**src/rtl/vga_token_writer.sv**
```systemverilog
// vga_token_writer: converts digit/answer tokens to ASCII writes at a wrapping cursor and owns the screen clear.
// Optional leading-zero suppression for 32-bit answers: define VGA_TOKEN_WRITER_ZERO_SUPPRESS_EN.
module vga_token_writer #(
  parameter int COLS = 40,
  parameter int ROWS = 30,
  parameter int ADDR_W = 11
) (
  input  logic              clock,
  input  logic              reset,
  input  logic              tok_strobe,
  input  logic [5:0]        tok_size,
  input  logic [31:0]       tok_data,
  input  logic              clr_req,
  output logic              busy,
  output logic              ovf,
  output logic              wr_en,
  output logic [ADDR_W-1:0] wr_addr,
  output logic [7:0]        wr_char,
  output logic [ADDR_W-1:0] cursor
);
  localparam logic [ADDR_W-1:0] LAST = ADDR_W'(COLS * ROWS - 1);
  typedef enum logic [1:0] {IDLE, EMIT, CLEAR} state_t;
  state_t state, state_n;
  logic [2:0] rem, rem_n;
  logic [31:0] sh, sh_n, lead;
  logic [3:0] sig;
  logic [ADDR_W-1:0] cur_n, wa_n, cur_inc;
  logic [7:0] wc_n;
  logic we_n, busy_n, ovf_n;

  function automatic logic [7:0] hex(input logic [3:0] n);
    return n < 4'd10 ? 8'h30 + {4'h0, n} : 8'h37 + {4'h0, n};
  endfunction

  function automatic logic [7:0] sym(input logic [3:0] n);
    return n < 4'd10 ? 8'h30 + {4'h0, n} :
           n == 4'hA ? 8'h2B : n == 4'hB ? 8'h2D : n == 4'hC ? 8'h2A :
           n == 4'hD ? 8'h2F : n == 4'hE ? 8'h3D : 8'h20;
  endfunction

  // sig = number of nibbles to print; lead = answer with first printed nibble at the top
  always_comb begin
`ifdef VGA_TOKEN_WRITER_ZERO_SUPPRESS_EN
    sig = 4'd1;
    for (int i = 1; i < 8; i++) if (tok_data[4*i +: 4] != 4'h0) sig = 4'(i + 1);
`else
    sig = 4'd8;
`endif
    lead = tok_data << {4'd8 - sig, 2'b00};
  end

  assign cur_inc = cursor == LAST ? '0 : cursor + ADDR_W'(1);

  always_comb begin
    state_n = state;
    rem_n = rem;
    sh_n = sh;
    cur_n = cursor;
    we_n = 1'b0;
    wa_n = wr_addr;
    wc_n = wr_char;
    busy_n = 1'b0;
    ovf_n = ovf | (busy & (tok_strobe | clr_req));
    case (state)
      IDLE: begin
        if (!busy && clr_req) begin
          state_n = CLEAR;
          we_n = 1'b1;
          wa_n = '0;
          wc_n = 8'h20;
          cur_n = ADDR_W'(1);
          busy_n = 1'b1;
        end else if (!busy && tok_strobe) begin
          we_n = 1'b1;
          wa_n = cursor;
          cur_n = cur_inc;
          busy_n = 1'b1;
          if (tok_size == 6'd32) begin
            wc_n = hex(lead[31:28]);
            sh_n = lead << 4;
            rem_n = 3'(sig - 4'd1);
            state_n = sig > 4'd1 ? EMIT : IDLE;
          end else wc_n = sym(tok_data[3:0]);
        end
      end
      EMIT: begin
        we_n = 1'b1;
        wa_n = cursor;
        wc_n = hex(sh[31:28]);
        sh_n = sh << 4;
        cur_n = cur_inc;
        rem_n = rem - 3'd1;
        busy_n = 1'b1;
        state_n = rem == 3'd1 ? IDLE : EMIT;
      end
      CLEAR: begin
        we_n = 1'b1;
        wa_n = cursor;
        wc_n = 8'h20;
        cur_n = cur_inc;
        busy_n = 1'b1;
        if (cursor == LAST) begin
          state_n = IDLE;
          ovf_n = 1'b0;
        end
      end
      default: state_n = IDLE;
    endcase
  end

  always_ff @(posedge clock) begin
    if (reset) begin
      state <= IDLE;
      rem <= '0;
      sh <= '0;
      cursor <= '0;
      wr_en <= 1'b0;
      wr_addr <= '0;
      wr_char <= '0;
      busy <= 1'b0;
      ovf <= 1'b0;
    end else begin
      state <= state_n;
      rem <= rem_n;
      sh <= sh_n;
      cursor <= cur_n;
      wr_en <= we_n;
      wr_addr <= wa_n;
      wr_char <= wc_n;
      busy <= busy_n;
      ovf <= ovf_n;
    end
  end
endmodule

```
**config.mk**
```make
export PLATFORM = sky130hd
export DESIGN_NAME = vga_token_writer
export DESIGN_NICKNAME = d
export VERILOG_FILES = /design/src/rtl/vga_token_writer.sv
export SDC_FILE = /design/constraint.sdc
export NUM_CORES = 1
export LEC_CHECK = 0
export CELL_PAD_IN_SITES_DETAIL_PLACEMENT = 0
export CELL_PAD_IN_SITES_GLOBAL_PLACEMENT = 1
export CORE_MARGIN = 1.5
export CORE_UTILIZATION = 38
export CTS_CLUSTER_SIZE = 28
export DETAILED_ROUTE_END_ITERATION = 8
export PLACE_DENSITY = 0.78
export SYNTH_ARGS = -nofsm -noshare
export SYNTH_HDL_FRONTEND = slang
export SYNTH_SLANG_ARGS = --single-unit
export TNS_END_PERCENT = 50
```
**constraint.sdc**
```tcl
create_clock -name clock -period 2.7 [get_ports clock]
set_input_delay 0.27 -clock clock [delete_from_list [all_inputs] [get_ports clock]]
set_output_delay 0.27 -clock clock [all_outputs]
set_load 0.1 [all_outputs]
```
# Yosys cells after proc, flatten, opt, wreduce, memory -nomap -nowiden
# Index checks and enable logic that the tools add are counted.
# totals
mem_bits_rw	0
wordCells	87
memories	0
reg_bits	69
rom_bits	0
latch_bits	0
# op_classes
bitwise_logic	3
n_reduce_logical	12
add_sub_neg	7
n_mux	38
div	0
n_shift	0
n_lt_le_gt_ge	3
multipliers	0
eq_ne	16
# op_table
operator	n
two-way mux 32 bit	3
one-hot mux 32 bit (2 select lines)	1
two-way mux 11 bit	5
one-hot mux 11 bit (2 select lines)	2
adder 6 x 4 -> 7 bit, first input constant	5
two-way mux 7 bit	4
two-way mux 5 bit	5
one-hot mux 8 bit (3 select lines)	1
== test 4 bit, second input constant	5
two-way mux 8 bit	2
< comparator 4 bit, second input constant	3
adder 11 x 1 -> 11 bit, second input constant	1
== test 11 bit, second input constant	1
two-way mux 3 bit	3
two-way mux 2 bit	4
inequality test 2 bit, second input constant	4
== test 6 bit, second input constant	1
inequality test 3 bit, second input constant	2
one-hot mux 2 bit (3 select lines)	1
one-hot mux 3 bit (2 select lines)	1
two-way mux 1 bit	5
AND reduction 2 bit	2
AND reduction 4 bit	1
nonzero test 2 bit	2
other kinds (13)	15

# Logic depth before layout (Yosys ltp)
# Gate-level depths: netlist of the first run.
# logic_depth
ltp_word	11
ltp_mapped	9

# Least setup slack after synthesis of the first run
# No wires, ideal clock.
# synth_timing
kind	register -> register
start	reg cursor[0]
end	reg cursor[8]
setup_ps	71
path_buffers	0
t_arrival_ps	2562
required_ps	2629
path_stages_with_launch	6
path_slack_ps	67
cell_sequence	dfxtp_1 > ha_1 > nand3_1 > a2111oi_2 > or3b_2 > a21oi_1
# synth_between
elab_chain_cells	5
elab_cells_between_ends	6
# synth_rtl
element	line	rtl
start, declared	19	output logic [ADDR_W-1:0] cursor
start signal, assigned	126	cursor <= cur_n;
adder 11 x 1 -> 11 bit or == test 11 bit (tied branches)	52	assign cur_inc = cursor == LAST ? '0 : cursor + ADDR_W'(1);
two-way mux 11 bit (*)	52	
two-way mux 11 bit	73	end else if (!busy && tok_strobe) begin
two-way mux 11 bit	66	if (!busy && clr_req) begin
one-hot mux 11 bit (2 select lines) (*)	64	case (state)
# Every way passes the cells marked *; elsewhere a longest branch is shown, timed or not. The select of a mux whose other input is x is not followed.
# A chain may end at the register's enable or synchronous reset.

# Worst setup path in the final report of the first run
# Same ends and word-level chain as after synthesis.

==> results.py, run 1 <==
metrics = {
    "setup_path": {
        "cp_data_arrival_time_ns": 2.44,
        "worstSetupPathType": "flip-flop to flip-flop",
        "critPathCaptureType": "flip-flop",
        "worstRegToRegCells": 5,
        "worst_setup_path_startpoint": "cursor[0]$_SDFFE_PP0P_",
        "worst_r2r_startpoint": "cursor[0]$_SDFFE_PP0P_",
        "critPathMaxFanout": 7,
        "regToRegEndpoint": "cursor[8]$_SDFFE_PP0P_",
        "cp-start-kind": "flip-flop",
        "ff2ff_setup_slack_ns": 0.54,
        "critPathCapture": "cursor[8]$_SDFFE_PP0P_",
        "required_ns": 2.97,
    },
    "synthesis": {
        "synth-compound-area-share_pct": 24.8,
        "yosysUniqueCellTypes": 59,
        "combined_area_of_all_synthesized_cells_um2": 3420,
        "yosys.area_share.simple_pct": 18.9,
        "synthesized_nets": 438,
        "synth_top_cells_by_area": "dfxtp_1, mux2i_1, a211oi_1",
        "synth_async_sr_flop_share_pct": 0,
        "yosys_warnings": 0,
        "synth-edff-count": 0,
        "synth-adder-area-share_pct": 3.30,
        "post_synth.cell_area_avg_um2": 8.83,
        "yosysMostFrequentCell": "dfxtp_1",
        "post_synth_most_frequent_cells": "dfxtp_1, a21oi_1, nand2_1",
        "muxShareOfSynthArea_pct": 7.03,
        "synth.largest_area_cell": "dfxtp_1",
        "synth-main-ff-cell": "dfxtp_1",
        "synth_top_family_by_area": "compound AO/OA/AOI/OAI gates",
        "synth.yosys.seq_area_share_pct": 37.5,
        "synth_top_area_share_pct": 37.5,
        "post_synthesis_xor_xnor_area_fraction_pct": 1.79,
        "synth.ff_latch_count": 64,
        "syn-instance-count": 387,
    },
    "global_routing": {
        "globalRoute.totalOverflow": 0,
        "first_pass_grt_wire_length_um": 15500,
        "grt.total_usage_pct": 19.9,
        "antenna_found_initial": 0,
        "grt_pass1_vias": 3079,
        "grt_start_max_net_pins": 34,
    },
    "placed_design": {
        "numPlacedInstances": 555,
        "placedInstanceArea_um2": 4180,
        "port_buffers": 73,
        "estimated_wirelength_of_the_detail_placed_design_um": 6660,
        "finalWeightedCongestion": 0.794,
    },
    "final_layout": {
        "finalNetCount": 509,
        "antenna_cells": 0,
        "synthToLayoutAreaGrowth_pct": 28.0,
        "finalNonFillerCells": 571,
        "post_layout_utilization_of_the_core_pct": 50.2,
        "multiInputGateArea_um2": 1920,
        "final_design_area_no_fill_um2": 4370,
        "sequential_cell_area_um2": 1280,
        "fillerInstances": 842,
        "post_route_cells_drive_above_1_share_pct": 17.9,
    },
    "run": {
        "cap_viol_max_count": 0,
    },
    "die": {
        "fp-row-count": 34,
        "die_width_um": 97.8,
        "die_height_um": 97.8,
        "io-pin-count": 75,
        "initial_utilization_pct": 39.2,
        "die_area_um2": 9570,
        "floorplan.core_area_um2": 8720,
    },
    "clocking": {
        "clock_sink_count": 64,
        "tritoncts.num_buffers": 9,
        "cts_root_buf": "clkbuf_8",
        "cts_tree": "done",
        "h-tree-depth": 3,
        "worst_skew_pair.late_latency_ns": 0.35,
        "ctsResizeCount": 0,
        "post-cts-setup-buffer-count": 0,
        "clkSlewWorstSetupHoldPaths_ns": 0.08,
        "clock_tree.buffer_depth": 2,
        "hold_buffers": 0,
    },
    "sta": {
        "worst_slew_margin_rel_pct": 58.5,
        "min_period_over_period_pct": 80.2,
        "report.final.slew_viol_count": 0,
        "actual_slew_at_the_worst_max_slew_pin_ns": 0.621,
        "fmax_ghz": 0.462,
        "min_period_ns": 2.16,
        "finalHoldViolCount": 0,
        "finalSetupTns_ns": 0,
        "finClkSkew_ns": 0.00921,
        "final_setup_violation_count": 0,
        "grt_setup_unrepaired": "no",
    },
    "routing": {
        "firstDrtPassIters": 4,
        "routedWlPerCell_um": 16.2,
        "vias": 3192,
        "drc": 0,
        "avgViaCountPerCell": 5.59,
        "routed_wirelength_um": 9240,
        "detail_route.iter0.violations": 234,
        "final_antenna_net_count": 0,
    },
    "hold_path": {
        "worst_hold_startpoint": "wr_addr[0]$_SDFFE_PP0P_",
        "hp-class": "flip-flop to flip-flop",
    },
    "power": {
        "irDropWorstVdd_uv": 661,
        "power.leakage_uw": 0.00156,
        "pwr_density_cell_nw_per_um2": 966,
    },
    "status": {
        "outcome": "finished, final reports clean",
    },
}
## sequential cells by signal (all words and copies together) (netlist names)
signal and flops:
cursor 11, ovf 1, rem 3, sh 28
state 2, wr_addr 11, wr_char 7, wr_en 1
## where the power goes
| part | switching [uW] | internal [uW] | total, uW |
|---|---|---|---|
| logic | 1460 | 658 | 2120 |
| clock network | 405 | 426 | 831 |
| registers | 157 | 1120 | 1280 |
| total | 2020 | 2200 | 4230 |
## worst max-delay path: stages (launching register included)
cell	delay, ns
dfxtp_1	0.50
ha_1	0.22
nand3_1	0.22
a2111oi_2	0.53
or3b_2	0.48
a21oi_1	0.15
## worst min-delay path by stage
stage / endpoint / slack (ns) / cells after the start
6_report: wr_addr[0]$_SDFFE_PP0P_ / 0.45 / 2
5_1_grt: wr_addr[10]$_SDFFE_PP0P_ / 0.49 / 2
4_1_cts: wr_addr[10]$_SDFFE_PP0P_ / 0.46 / 2
3_5_place_dp: wr_addr[3]$_SDFFE_PP0P_ / 0.45 / 2
3_3_place_gp: wr_addr[9]$_SDFFE_PP0P_ / 0.44 / 2
2_1_floorplan: sh[4]$_SDFFE_PP0P_ / 0.40 / 1
## area by class of cell
class                   instances  share of cell area [%]
clock buffers                   9                    2.83
inverters                      15                    1.29
clock inverters                 7                    1.63
flip-flops and latches         64                    29.3
multi-input cells             278                    43.8
repair buffers                 90                    18.1
well taps                     108                    3.09
## cells in the final DEF, fill, tap and decap left out, types with 3 or more instances in the layout
cell / synthesis / layout
dfxtp_1: 64 / 64
buf_4: 2 / 48
clkdlybuf4s50_1: 0 / 41
nand2_1: 30 / 30
a21oi_1: 30 / 30
nor3_1: 29 / 29
a211oi_1: 26 / 26
mux2i_1: 24 / 24
o21ai_0: 17 / 17
inv_1: 14 / 14
nand3_1: 14 / 14
clkbuf_8: 0 / 9
nor2_1: 8 / 8
ha_1: 9 / 8
xnor2_1: 7 / 7
nand2b_1: 6 / 6
nor2b_1: 6 / 5
or3b_2: 4 / 4
o31ai_1: 4 / 4
a211oi_2: 4 / 4
a22o_1: 4 / 4
a21o_1: 3 / 3
nor4_1: 3 / 3
a31oi_1: 3 / 3
and4b_1: 3 / 3
clkinvlp_4: 0 / 3
## metal layers
layer / track usage (%) / vias up / share of wire, %
li1: - / 1583 / -
met1: 28.4 / 1521 / 49
met2: 30.0 / 84 / 45
met3: 4.87 / 4 / 5.5
met4: 5.05 / 0 / 0.65
met5: 0 / - / 0
## cells by family (layout without fill, tap and decap cells)
logic type / Yosys count / count (layout)
and+or+nand+nor: 117 / 117
buffers and inverters: 45 / 121
DFF: 64 / 64
xor gates and xnor gates: 7 / 7
other: 1 / 1
adders and majority gates: 9 / 9
muxes: 24 / 24
AOI/OAI and AO/OA: 120 / 120
## per-stage QoR
step	worst slack (ns)	power (uW)	hold slack, ns
finish	0.536	4230	0.454
global route	0.358	4470	0.487
CTS	0.551	4250	0.459
detailed placement	0.334	3410	0.447
global placement	0.398	3390	0.442
floorplan	0.0671	2860	0.396
Note: power is estimated with default switching activity, not from simulation.
==> run 2, diff against run 1 <==
--- a/config.mk
+++ b/config.mk
@@ -8,10 +8,10 @@
 export CELL_PAD_IN_SITES_DETAIL_PLACEMENT = 0
 export CELL_PAD_IN_SITES_GLOBAL_PLACEMENT = 1
 export CORE_MARGIN = 1.5
-export CORE_UTILIZATION = 38
+export CORE_UTILIZATION = 34
 export CTS_CLUSTER_SIZE = 28
 export DETAILED_ROUTE_END_ITERATION = 8
-export PLACE_DENSITY = 0.78
+export PLACE_DENSITY = 0.74
 export SYNTH_ARGS = -nofsm -noshare
 export SYNTH_HDL_FRONTEND = slang
 export SYNTH_SLANG_ARGS = --single-unit
==> constraint.sdc (replaced) <==
create_clock -name clock -period 1.84 [get_ports clock]
set_input_delay 0.184 -clock clock [delete_from_list [all_inputs] [get_ports clock]]
set_output_delay 0.184 -clock clock [all_outputs]
set_load 0.1 [all_outputs]
==> run 2 against run 1 <==
Effect of this change: via count grew 3.4%; final area grew 9.5%; combinational power grew 65%; core utilization fell by 1.1 points; hold slack about the same; largest cell class unchanged; highest routed layer unchanged.
==> results.py, run 2 (synthesis gave the netlist of run 1 again) <==
metrics = {
    "status": {
        "outcome": "finished, final reports clean",
    },
    "routing": {
        "routedWlPerCell_um": 15.0,
        "detail_route.iter0.violations": 98,
        "drc": 0,
        "final_antenna_net_count": 0,
        "avgViaCountPerCell": 5.26,
        "firstDrtPassIters": 4,
        "routed_wirelength_um": 9420,
        "vias": 3301,
    },
    "global_routing": {
        "antenna_found_initial": 0,
        "groute.layer.met2.usage_pct": 30.9,
        "grt.total_usage_pct": 18.4,
        "first_pass_grt_wire_length_um": 15200,
        "use_met1_pct": 23.9,
        "grt_util_met3_pct": 3.90,
        "globalRoute.totalOverflow": 0,
        "grt_start_max_net_pins": 34,
        "globalRoute.busiestLayer": "met2",
        "grt_pass1_vias": 3125,
    },
    "setup_path": {
        "worstPathCellList": "inv_1, ha_1, buf_4, inv_1, o21ai_2, o41ai_1, a21oi_1",
        "critical_path.slowest_cell": "o41ai_1",
        "critical-path-top-cell-by-count": "inv_1",
        "cp-start-kind": "flip-flop",
        "required_ns": 2.06,
        "critPathCaptureType": "flip-flop",
        "delay_contributed_by_the_slowest_stage_of_the_critical_path_ns": 0.40,
        "ff2ff_setup_slack_ns": 0.08,
        "worst_r2r_startpoint": "state[0]$_SDFFE_PP0P_",
        "worstSetupPathType": "flip-flop to flip-flop",
        "regToRegEndpoint": "cursor[8]$_SDFFE_PP0P_",
        "worstRegToRegCells": 7,
        "cp_data_arrival_time_ns": 1.98,
        "critPathMaxFanout": 7,
    },
    "power": {
        "irDropWorstVdd_uv": 739,
        "power.leakage_uw": 0.00176,
        "pwr_density_cell_nw_per_um2": 1390,
        "fin_total_pwr_uw": 6680,
    },
    "final_layout": {
        "fillerInstances": 956,
        "max_flop_register": "sh",
        "post_route_cells_drive_above_1_share_pct": 26.7,
        "multiInputGateArea_um2": 1970,
        "synthToLayoutAreaGrowth_pct": 40.2,
        "finalNetCount": 540,
        "largest_registers_ranked_by_flip_flop_count": "sh: 28 flops, cursor: 11 flops, wr_addr: 11 flops",
        "final_design_area_no_fill_um2": 4790,
        "largest_reg_flops": 28,
        "antenna_cells": 0,
        "sequential_cell_area_um2": 1320,
        "layout.cells.most_common": "buf_4",
        "most_frequent_cells_in_the_layout": "buf_4, dfxtp_1, clkdlybuf4s50_1",
    },
    "placed_design": {
        "port_buffers": 73,
        "estimated_wirelength_of_the_detail_placed_design_um": 7110,
        "placedInstanceArea_um2": 4550,
        "dp_slack_ns": -0.274,
        "finalWeightedCongestion": 0.811,
    },
    "sta": {
        "actual_slew_at_the_worst_max_slew_pin_ns": 0.502,
        "finalWorstSetupSlack_ns": 0.0812,
        "min_period_over_period_pct": 95.6,
        "worst_slew_margin_rel_pct": 66.2,
        "fmax_ghz": 0.569,
        "final_setup_violation_count": 0,
        "grt_setup_unrepaired": "yes",
        "report.final.slew_viol_count": 0,
        "finalHoldViolCount": 0,
        "min_period_ns": 1.76,
        "finClkSkew_ns": 0.00570,
        "finalSetupTns_ns": 0,
    },
    "die": {
        "die_area_um2": 10700,
        "die_width_um": 103,
        "floorplan.core_area_um2": 9770,
        "die_height_um": 103,
        "io-pin-count": 75,
        "initial_utilization_pct": 35.0,
        "fp-row-count": 36,
    },
    "clocking": {
        "tritoncts.num_buffers": 9,
        "hold_buffers": 0,
        "post-cts-setup-buffer-count": 0,
        "h-tree-depth": 3,
        "clkSlewWorstSetupHoldPaths_ns": 0.07,
        "clock_sink_count": 64,
        "clock_tree.buffer_depth": 2,
        "cts_root_buf": "clkbuf_8",
        "cts_tree": "done",
        "worst_skew_pair.late_latency_ns": 0.34,
    },
    "run": {
        "cap_viol_max_count": 0,
    },
    "hold_path": {
        "hp-class": "flip-flop to flip-flop",
        "worst_hold_startpoint": "wr_addr[3]$_SDFFE_PP0P_",
        "whs_path_depth": 2,
        "worst_hold_path.endpoint": "wr_addr[3]$_SDFFE_PP0P_",
    },
}
## run 2: area by class of cell
cell class	count	area share, %
inverters	15	1.18
clock buffers	9	2.59
multi-input cells	278	41.2
repair buffers	121	22.2
well taps	133	3.47
clock inverters	7	1.80
flip-flops and latches	64	27.6
## run 2: worst max-delay path by stage
stage / startpoint / end / slack (ns) / cells after the start
after CTS: state[1]$_SDFFE_PP0P_ / cursor[10]$_SDFFE_PP0P_ / 0.02 / 6
after global routing: state[0]$_SDFFE_PP0P_ / cursor[8]$_SDFFE_PP0P_ / -0.05 / 7
after global placement: tok_size[1] / state[0]$_SDFFE_PP0P_ / -0.28 / 5
after detailed placement: tok_size[1] / state[0]$_SDFFE_PP0P_ / -0.27 / 5
after floorplan: cursor[10]$_SDFFE_PP0P_ / state[1]$_SDFFE_PP0P_ / 0.006 / 4
final: state[0]$_SDFFE_PP0P_ / cursor[8]$_SDFFE_PP0P_ / 0.08 / 7
## run 2: metal layers
layer / wire (um) / part of all wire [%]
met1: 4440 / 47
met2: 4520 / 48
met3: 293 / 3.1
met4: 157 / 1.7
met5: 0 / 0
## run 2: through the flow
stage	utilization, %	std cells	hold WS, ns
final	49.0	627	0.454
after floorplan	-	387	0.310
after detailed placement	46.5	611	0.449
after global placement	46.5	611	0.445
after global routing	49.0	627	0.484
after CTS	48.7	627	0.459
## run 2: critical path: cells and delay by family, from the launching register on
family | cells | cell delay [ns]
fa+ha+maj | 1 | 0.21
compound gates | 3 | 0.67
buf+inv | 3 | 0.43
flops | 1 | 0.33
## run 2: power by group
part | switching [uW] | internal [uW]
combinational | 2230 | 1260
clock | 549 | 750
sequential | 227 | 1660
total | 3010 | 3670
## run 2: what timing repair did
item                                    4_1_cts  5_1_grt
pin swaps                                     0        3
resized for setup                             2        9
endpoints found under the setup margin        3       28
==> run 3, diff against run 2 <==
--- a/config.mk
+++ b/config.mk
@@ -7,6 +7,7 @@
 export LEC_CHECK = 0
 export CELL_PAD_IN_SITES_DETAIL_PLACEMENT = 0
 export CELL_PAD_IN_SITES_GLOBAL_PLACEMENT = 1
+export CORE_ASPECT_RATIO = 0.75
 export CORE_MARGIN = 1.5
 export CORE_UTILIZATION = 34
 export CTS_CLUSTER_SIZE = 28
==> run 3 against run 2 <==
Effect of this change: clock skew shrank 0.00084 ns; first-iteration DRC count grew 100%; die area barely moved; combinational power down 1%; critical endpoint is now rem[1]$_SDFFE_PP0P_; highest routed layer unchanged.
==> results.py, run 3 (synthesis gave the netlist of run 1 again) <==
metrics = {
    "final_layout": {
        "largest_reg_flops": 28,
        "most_frequent_cells_in_the_layout": "buf_4, dfxtp_1, clkdlybuf4s50_1",
        "finalNetCount": 541,
        "fillerInstances": 900,
        "layout.cells.most_common": "buf_4",
        "synthToLayoutAreaGrowth_pct": 45.4,
        "sequential_cell_area_um2": 1320,
        "antenna_cells": 0,
        "finalNonFillerCells": 627,
        "largest_registers_ranked_by_flip_flop_count": "sh: 28 flops, cursor: 11 flops, wr_addr: 11 flops",
        "multiInputGateArea_um2": 1970,
        "max_flop_register": "sh",
        "post_route_cells_drive_above_1_share_pct": 27.3,
        "post_layout_utilization_of_the_core_pct": 51.3,
    },
    "sta": {
        "finalHoldViolCount": 0,
        "holdWs_ns": 0.454,
        "report.final.slew_viol_count": 0,
        "finalWorstSetupSlack_ns": 0.0397,
        "fmax_ghz": 0.555,
        "min_period_over_period_pct": 97.8,
        "finClkSkew_ns": 0.00486,
        "worst_slew_margin_rel_pct": 62.2,
        "final_setup_violation_count": 0,
        "min_period_ns": 1.80,
        "grt_setup_unrepaired": "yes",
        "actual_slew_at_the_worst_max_slew_pin_ns": 0.552,
    },
    "placed_design": {
        "dp_slack_ns": -0.334,
        "finalWeightedCongestion": 0.857,
        "port_buffers": 73,
        "estimated_wirelength_of_the_detail_placed_design_um": 7000,
        "numPlacedInstances": 606,
    },
    "routing": {
        "vias": 3277,
        "firstDrtPassIters": 4,
        "final_antenna_net_count": 0,
        "routed_wirelength_um": 9810,
        "drc": 0,
        "routedWlPerCell_um": 15.6,
        "avgViaCountPerCell": 5.23,
        "detail_route.iter0.violations": 196,
    },
    "die": {
        "io-pin-count": 75,
        "die_area_um2": 10700,
        "die_height_um": 89.8,
        "initial_utilization_pct": 35.2,
        "die_width_um": 119,
        "floorplan.core_area_um2": 9700,
        "fp-row-count": 31,
    },
    "clocking": {
        "hold_buffers": 0,
        "clock_tree.buffer_depth": 2,
        "h-tree-depth": 3,
        "cts_tree": "done",
        "worst_skew_pair.late_latency_ns": 0.32,
        "clkSlewWorstSetupHoldPaths_ns": 0.06,
        "clock_sink_count": 64,
        "cts_root_buf": "clkbuf_16",
        "tritoncts.num_buffers": 9,
    },
    "hold_path": {
        "whs_path_depth": 2,
        "hp-class": "flip-flop to flip-flop",
        "worst_hold_startpoint": "wr_addr[5]$_SDFFE_PP0P_",
    },
    "setup_path": {
        "worst_r2r_startpoint": "state[1]$_SDFFE_PP0P_",
        "worst_setup_path_startpoint": "tok_size[1]",
        "cp-start-kind": "primary input",
        "critPathMaxFanout": 7,
        "cp_data_arrival_time_ns": 2.07,
        "critPathCaptureType": "flip-flop",
        "worstSetupPathType": "primary input to flip-flop",
        "worstRegToRegCells": 8,
        "required_ns": 2.11,
    },
    "global_routing": {
        "first_pass_grt_wire_length_um": 15700,
        "grt.total_usage_pct": 18.3,
        "grt_start_max_net_pins": 34,
        "globalRoute.totalOverflow": 0,
        "grt_pass1_vias": 3139,
        "antenna_found_initial": 0,
    },
    "power": {
        "power.leakage_uw": 0.00185,
        "irDropWorstVdd_uv": 936,
        "pwr_density_cell_nw_per_um2": 1450,
    },
    "run": {
        "cap_viol_max_count": 0,
    },
    "status": {
        "outcome": "finished, final reports clean",
    },
}
[run 3: timing repair]
action                                  in CTS  in global routing
pin swaps                                    1                  9
setup buffers                                1                  1
endpoints found under the setup margin       3                 26
gates resized for setup                      4                 13
cloned                                       0                  3
[run 3: stage by stage]
step	total power [uW]	TNS [ns]	cell area (um^2)
after floorplan	4260	0	3500
after global placement	5220	-8.22	4520
after detailed placement	5240	-9.24	4520
after CTS	7090	0	4860
after global routing	7550	-0.0483	4970
final	7190	0	4970
[run 3: final cells by class]
| class | instances | share of cell area (%) |
|---|---|---|
| repair buffers | 122 | 22.7 |
| well taps | 132 | 3.32 |
| multi-input cells | 278 | 39.6 |
| clock inverters | 5 | 1.23 |
| clock buffers | 11 | 5.31 |
| flip-flops and latches | 64 | 26.6 |
| inverters | 15 | 1.21 |
[run 3: path summary, 6_finish.rpt]
path	end	slack, ns
setup reg to reg	rem[1]$_SDFFE_PP0P_	0.05
setup / recovery	rem[1]$_SDFFE_PP0P_	0.04
hold reg to reg	wr_addr[5]$_SDFFE_PP0P_	0.45
hold / removal	wr_addr[5]$_SDFFE_PP0P_	0.45
[run 3: critical path, stage by stage]
cell and delay [ns]:
clkdlybuf4s50_1 0.41, or4_4 0.48, nor4_4 0.30, buf_4 0.19
or2_4 0.19, buf_12 0.13, o221a_1 0.18
[run 3: routing by layer]
metal,wire length (um),track usage (%)
met5,0,0
met4,46,5.12
met3,403,3.81
met2,4100,27.0
met1,5260,26.7
[run 3: power breakdown]
part           leakage [uW]  internal (uW)  switching [uW]
sequential         0.000529           1660             257
combinational       0.00117           1240            2200
clock              0.000157           1170             653
